## src/rtl/seq_multicycle_core.sv

```systemverilog
// seq_multicycle_core
// Multi-cycle sequential processor control core. Each instruction walks
// FETCH -> DECODE -> EXECUTE -> MEMORY -> WRITEBACK -> PCUPD. MEMORY may be
// stretched by a memory handshake. Faults, bad status or a memory timeout park
// the core in HALT until reset.
//
// Ports
//   clk         single clock, rising-edge state updates
//   reset       asynchronous active-high reset
//   srcA/srcB   register read indices, sampled at the DECODE->EXECUTE edge
//   dstE/dstM   writeback indices, used in WRITEBACK (dstM wins on a clash)
//   valE/valM   ALU result / memory read data written back in WRITEBACK
//   next_pc     PC loaded at the end of PCUPD
//   dm_stat     memory/fetch status sampled when MEMORY completes
//   mem_access  current instruction uses the memory handshake
//   mem_ack     memory completion strobe, only honoured while mem_req=1
//   pc          current program counter
//   valA/valB   registered operands
//   mem_req     memory request, held until acknowledged or timed out
//   stage       FSM state encoding (0..6)
//   stat        processor status (1 AOK, 2 HLT, 3 ADR, 4 INS)
//   retire      one-cycle pulse while PCUPD is active
module seq_multicycle_core #(
    parameter int                DATA_W       = 64,
    parameter int                NREG         = 15,
    parameter logic [DATA_W-1:0] RESET_PC     = '0,
    parameter int                MEM_WAIT_MAX = 15
) (
    input  logic              clk,
    input  logic              reset,
    input  logic [3:0]        srcA,
    input  logic [3:0]        srcB,
    input  logic [3:0]        dstE,
    input  logic [3:0]        dstM,
    input  logic [DATA_W-1:0] valE,
    input  logic [DATA_W-1:0] valM,
    input  logic [DATA_W-1:0] next_pc,
    input  logic [2:0]        dm_stat,
    input  logic              mem_access,
    input  logic              mem_ack,
    output logic [DATA_W-1:0] pc,
    output logic [DATA_W-1:0] valA,
    output logic [DATA_W-1:0] valB,
    output logic              mem_req,
    output logic [2:0]        stage,
    output logic [2:0]        stat,
    output logic              retire
);

    typedef enum logic [2:0] {
        ST_FETCH     = 3'd0,
        ST_DECODE    = 3'd1,
        ST_EXECUTE   = 3'd2,
        ST_MEMORY    = 3'd3,
        ST_WRITEBACK = 3'd4,
        ST_PCUPD     = 3'd5,
        ST_HALT      = 3'd6
    } stage_e;

    localparam logic [2:0] STAT_AOK = 3'd1;
    localparam logic [2:0] STAT_ADR = 3'd3;

    // Counter only needs to reach MEM_WAIT_MAX-1: the cycle that would make it
    // MEM_WAIT_MAX is the timeout cycle itself.
    localparam int              CNT_W     = (MEM_WAIT_MAX < 2) ? 1 : $clog2(MEM_WAIT_MAX);
    localparam logic [CNT_W-1:0] WAIT_LAST = CNT_W'(MEM_WAIT_MAX - 1);
    localparam logic [4:0]      NREG_L    = 5'(NREG);

    stage_e              stage_q, stage_d;
    logic [DATA_W-1:0]   pc_q, pc_d;
    logic [DATA_W-1:0]   val_a_q, val_a_d;
    logic [DATA_W-1:0]   val_b_q, val_b_d;
    logic [2:0]          stat_q, stat_d;
    logic                mem_req_q, mem_req_d;
    logic                retire_q, retire_d;
    logic [CNT_W-1:0]    wait_q, wait_d;
    logic [DATA_W-1:0]   rf_q [NREG];
    logic [DATA_W-1:0]   rf_d [NREG];

    logic [DATA_W-1:0]   rd_a_s;
    logic [DATA_W-1:0]   rd_b_s;
    logic                mem_done_s;

    // Index 0xF is the "no register" encoding; indices past NREG do not exist.
    function automatic logic idx_ok(input logic [3:0] idx);
        return (idx != 4'hF) && ({1'b0, idx} < NREG_L);
    endfunction

    // Register-file read ports with out-of-range indices reading as zero.
    always_comb begin
        rd_a_s = '0;
        rd_b_s = '0;
        if (idx_ok(srcA)) begin
            rd_a_s = rf_q[srcA];
        end else begin
            rd_a_s = '0;
        end
        if (idx_ok(srcB)) begin
            rd_b_s = rf_q[srcB];
        end else begin
            rd_b_s = '0;
        end
    end

    // MEMORY is finished when no request is pending or the pending one is acked.
    assign mem_done_s = !mem_req_q || mem_ack;

    // Next-state and datapath update logic for the instruction sequencer.
    always_comb begin
        stage_d   = stage_q;
        pc_d      = pc_q;
        val_a_d   = val_a_q;
        val_b_d   = val_b_q;
        stat_d    = stat_q;
        mem_req_d = 1'b0;
        retire_d  = 1'b0;
        wait_d    = wait_q;
        rf_d      = rf_q;

        case (stage_q)
            ST_FETCH: begin
                stage_d = ST_DECODE;
            end
            ST_DECODE: begin
                val_a_d = rd_a_s;
                val_b_d = rd_b_s;
                stage_d = ST_EXECUTE;
            end
            ST_EXECUTE: begin
                // Raise the request on entry so it is visible in the first MEMORY cycle.
                mem_req_d = mem_access;
                wait_d    = '0;
                stage_d   = ST_MEMORY;
            end
            ST_MEMORY: begin
                if (mem_done_s) begin
                    if (dm_stat != STAT_AOK) begin
                        stat_d  = dm_stat;
                        stage_d = ST_HALT;
                    end else begin
                        stage_d = ST_WRITEBACK;
                    end
                end else if (wait_q == WAIT_LAST) begin
                    stat_d  = STAT_ADR;
                    stage_d = ST_HALT;
                end else begin
                    wait_d    = wait_q + CNT_W'(1);
                    mem_req_d = 1'b1;
                end
            end
            ST_WRITEBACK: begin
                // Every loop index is < NREG <= 15, so 0xF and out-of-range
                // destinations never match and are dropped naturally.
                for (int i = 0; i < NREG; i++) begin
                    if (dstM == 4'(i)) begin
                        rf_d[i] = valM;
                    end else if (dstE == 4'(i)) begin
                        rf_d[i] = valE;
                    end else begin
                        rf_d[i] = rf_q[i];
                    end
                end
                retire_d = 1'b1;
                stage_d  = ST_PCUPD;
            end
            ST_PCUPD: begin
                pc_d    = next_pc;
                stage_d = ST_FETCH;
            end
            ST_HALT: begin
                stage_d = ST_HALT;
            end
            default: begin
                stage_d = ST_HALT;
            end
        endcase
    end

    // State registers; reset forces the architectural start-up state at once.
    always_ff @(posedge clk or posedge reset) begin
        if (reset) begin
            stage_q   <= ST_FETCH;
            pc_q      <= RESET_PC;
            val_a_q   <= '0;
            val_b_q   <= '0;
            stat_q    <= STAT_AOK;
            mem_req_q <= 1'b0;
            retire_q  <= 1'b0;
            wait_q    <= '0;
            for (int i = 0; i < NREG; i++) begin
                rf_q[i] <= DATA_W'(i);
            end
        end else begin
            stage_q   <= stage_d;
            pc_q      <= pc_d;
            val_a_q   <= val_a_d;
            val_b_q   <= val_b_d;
            stat_q    <= stat_d;
            mem_req_q <= mem_req_d;
            retire_q  <= retire_d;
            wait_q    <= wait_d;
            rf_q      <= rf_d;
        end
    end

    assign pc      = pc_q;
    assign valA    = val_a_q;
    assign valB    = val_b_q;
    assign mem_req = mem_req_q;
    assign stage   = stage_q;
    assign stat    = stat_q;
    assign retire  = retire_q;

endmodule

```

## config.mk

```make
export PLATFORM = sky130hd
export DESIGN_NAME = seq_multicycle_core
export DESIGN_NICKNAME = d
export VERILOG_FILES = /design/src/rtl/seq_multicycle_core.sv
export SDC_FILE = /design/constraint.sdc
export NUM_CORES = 2
export LEC_CHECK = 0
export CAP_MARGIN = 20
export CORE_MARGIN = 8
export CORE_UTILIZATION = 54
export CTS_BUF_LIST = sky130_fd_sc_hd__clkbuf_16
export DETAILED_ROUTE_END_ITERATION = 7
export PLACE_DENSITY = 0.73
export SYNTH_ARGS = -nofsm -noshare
export SYNTH_HDL_FRONTEND = slang
export SYNTH_SLANG_ARGS = --single-unit
```

## constraint.sdc

```tcl
create_clock -name clk -period 46.3 [get_ports clk]
set_clock_uncertainty 0.1 [all_clocks]
set_input_delay 13.89 -clock clk [delete_from_list [all_inputs] [get_ports clk]]
set_output_delay 13.89 -clock clk [all_outputs]
set_load 0.1 [all_outputs]
```

==> flow_metrics.env <==
export IMPL_numPortBuffers=414
export IMPL_synth_fp_nets=6321
export IMPL_setup_viol=0
export IMPL_clk_pin_slew_ns=0.06
export IMPL_final_nets=6298
export IMPL_holdPathStages=2
export IMPL_crit_buf_inv=4
export IMPL_cts_resized=0
export IMPL_period_minus_slack_ns=17.06
export IMPL_highest_layer="met5"
export IMPL_fin_crit_sh_pct=36.8
export IMPL_dp_hpwl_mm=126
export IMPL_track_usage_pct=32.5
export IMPL_cts_hold_fix_buffers=0
export IMPL_drc=0
export IMPL_cts_max_path_buffers=3
export IMPL_io_pins=415
export IMPL_core_area_mm2=0.125
export IMPL_relSlewSlack_pct=19.2
export IMPL_r2r_cells=7
export IMPL_p_leak_uw=0.0323
export IMPL_maxSlewViolCount=0
export IMPL_worstPathArrival_ns=17.55
export IMPL_clk_latency_ns=0.77
export IMPL_min_to="rf_q[832]$_DFFE_PP1P_"
export IMPL_via_count=53100
export IMPL_critPathRequiredTime_ns=46.79
export IMPL_initial_core_util_pct=54.2
export IMPL_rr_startpoint="stage[0]$_DFFE_PP0P_"
export IMPL_cts_made_buffers=130
export IMPL_place_congestion=0.816
export IMPL_drive_gt1_share_pct=16.7
export IMPL_placed_area_mm2=0.0722
export IMPL_hold_viol=0
export IMPL_path_cells="clkdlybuf4s50_1, and4bb_4, buf_4, o21ai_4, buf_4, buf_4, o21ai_0"
export IMPL_crit_slowest_cell="buf_4"
export IMPL_outcome="complete, no violations"
export IMPL_r2r_slack_ns=42.21
export IMPL_dr_wl_met2_mm=101
export IMPL_die_width_um=370
export IMPL_syn_to_final_growth_pct=12.6
export IMPL_hp_start="rf_q[832]$_DFFE_PP1P_"
export IMPL_synth_warning_count=0
export IMPL_worstMarginPinSlew_ns=1.21
export IMPL_die_h_um=370
export IMPL_grt_pass1_wl_mm=344
export IMPL_synth_async_reset_ratio_pct=100
export IMPL_place_inst=7596
export IMPL_clkSinkCount=1164
export IMPL_die_area_mm2=0.137
export IMPL_drt_wirelength_per_cell_um=28.8
export IMPL_cts_root_buf="clkbuf_16"
export IMPL_firstDrtPassIters=6
export IMPL_fillCellCount=9869
export IMPL_fp_row_count=130
export IMPL_grt_ovfl_total=0
export IMPL_syn_cell_area_mm2=0.0678
export IMPL_drtIter0Drc=6058
export IMPL_ir_drop_v=0.0000407
export IMPL_netlist_instances=6104
export IMPL_synth_seq_cells=1164
export IMPL_post_cts_buffers=0
export IMPL_cts_tree="done"
export IMPL_whs_ns=0.377
export IMPL_drt_antenna_violating_nets=0
export IMPL_cap_viol_max_count=0
export IMPL_ys_seq_area_share_pct=43.0
export IMPL_synth_edf_count=0
export IMPL_routed_wirelength_mm=226
export IMPL_viasPerCell=6.76
export IMPL_grt_start_max_net_pins=170
export IMPL_path_max_fanout=79
export IMPL_wl_met3_mm=25.7
export IMPL_critPathTopFamily="buffers and inverters"
export IMPL_start_kind="input pin"
export IMPL_critPathMostFrequentCell="buf_4"
export IMPL_powerDensity_mw_per_mm2=55.6
export IMPL_max_freq_ghz=0.0586
export IMPL_setup_tns_ns=0
export IMPL_grt_pass1_vias=53800
export IMPL_cpPeakStageDelay_ns=0.93
export IMPL_synth_cell_types=45
export IMPL_grt_setup_unrepaired="no"
export IMPL_hp_class="reg2reg"
export IMPL_final_cell_area_mm2=0.0763
export IMPL_multi_input_area_mm2=0.0357
export IMPL_layout_cells_non_filler=7847
export IMPL_antenna_found_initial=24
export IMPL_r2r_end="valA[63]$_DFFE_PP0P_"
export IMPL_htreeDepth=4
export IMPL_synth_area_per_cell_um2=11.1
export IMPL_critical_path_class="in2reg"
export IMPL_ys_flop_type="dfrtp_1"
export IMPL_endpoint_kind="flop"
export IMPL_wl_met1_mm=90.4
export IMPL_seq_area_mm2=0.0292
==> cells by family (layout without fill, tap and decap cells) <==
kind of cell	Yosys count	in the layout	share of synthesized area [%]
buffers and inverters	747	828	4.79
AOI/OAI and AO/OA	1376	1376	13.7
and+or+nand+nor	1148	1148	6.72
other	0	12	0
muxes	1667	1667	31.8
DFF	1164	1164	43.0
adders and majority gates	2	2	0.0369
==> worst reg2reg max path: stages (launching register included) <==
cell and delay [ns]:
dfrtp_1 0.54, or3b_4 0.43, buf_4 0.41, a311oi_4 0.36, buf_4 0.60, buf_4 0.93, o211ai_1 0.43, o211ai_1 0.21
==> cell usage after synthesis, types with 2 or more instances <==
library cell	n	area [um2]
o211ai_2	240	3000
o211ai_1	14	105
o21ai_0	622	3110
mux2_2	66	743
nor4_1	2	12.5
mux4_2	383	8630
nor4b_1	7	61.3
nor4bb_1	6	60.1
nand4b_1	8	70.1
buf_6	13	146
nor2b_1	3	18.8
buf_2	257	1290
clkbuf_1	384	1440
and4bb_2	6	75.1
dfstp_2	29	762
nand2b_1	6	37.5
inv_1	73	274
o221ai_1	127	1110
o21ai_1	96	480
a311oi_4	2	52.6
ha_1	2	25.0
buf_1	12	45.0
dfrtp_1	1135	28400
nor2_1	261	980
nor4b_2	2	30.0
mux2i_1	1218	12200
nand2_1	835	3130
buf_4	7	52.6
o22ai_1	2	12.5
a21oi_1	266	1330
nand3_1	6	30.0
==> sequential cells by signal (all words and copies together) (netlist names), named ones only <==
signal and count:
rf_q 960, pc 64, valA 64, valB 64, wait_q 4, stat 3, stage 2, mem_req 1
retire 1
==> placed cells by master, fill, tap and decap left out, drive strengths merged, types with 108 or more instances in the layout <==
cell / n
clkbuf: 135
buf: 110
nand2: 835
nor2: 261
dfrtp: 1135
o21ai: 718
inv: 108
mux4: 383
a21oi: 266
o211ai: 254
o221ai: 127
mux2i: 1218
clkdlybuf4s50: 408
==> stage by stage <==
| stage | util, % | worst slack [ns] | total power (uW) |
|---|---|---|---|
| final | 61.0 | 29.24 | 4240 |
| after detailed placement | 57.7 | 28.57 | 3230 |
| after floorplan | - | 16.26 | 2840 |
| after global placement | 57.7 | 28.68 | 3160 |
| after CTS | 60.9 | 29.39 | 4230 |
| after global routing | 61.0 | 29.14 | 4450 |
==> final cells by class <==
type                    count  share of cell area (%)
multi-input cells        4193                    46.7
flip-flops and latches   1164                    38.2
repair buffers            518                    6.68
clock buffers             135                    4.43
well taps                1650                    2.70
clock inverters           101                   0.829
inverters                  74                   0.369
diodes                     12                  0.0393
==> metal layers <==
layer  GRT usage (%)  up-vias
met5               0        -
met1            44.8    27100
li1                -    22300
met2            48.7     3074
met3            9.61      634
met4            12.8       26
==> where the power goes <==
part           switching, uW  internal (uW)  total (uW)
sequential               326           1450        1770
combinational            877            595        1470
clock                    443            556         999
==> worst max path at each step <==
stage                       start               endpoint  slack (ns)  cells past startpoint
after detailed placement  dstM[1]  rf_q[635]$_DFFE_PP0P_       28.57                      7
after global placement    dstM[3]  rf_q[584]$_DFFE_PP0P_       28.68                      7
after floorplan             reset              async pin       16.26                      1
after global routing      dstM[1]   rf_q[60]$_DFFE_PP0P_       29.14                      8
after CTS                 dstM[1]  rf_q[635]$_DFFE_PP0P_       29.39                      7
final                     dstM[1]  rf_q[635]$_DFFE_PP0P_       29.24                      7
No activity file was read; power rests on OpenSTA's default activity.
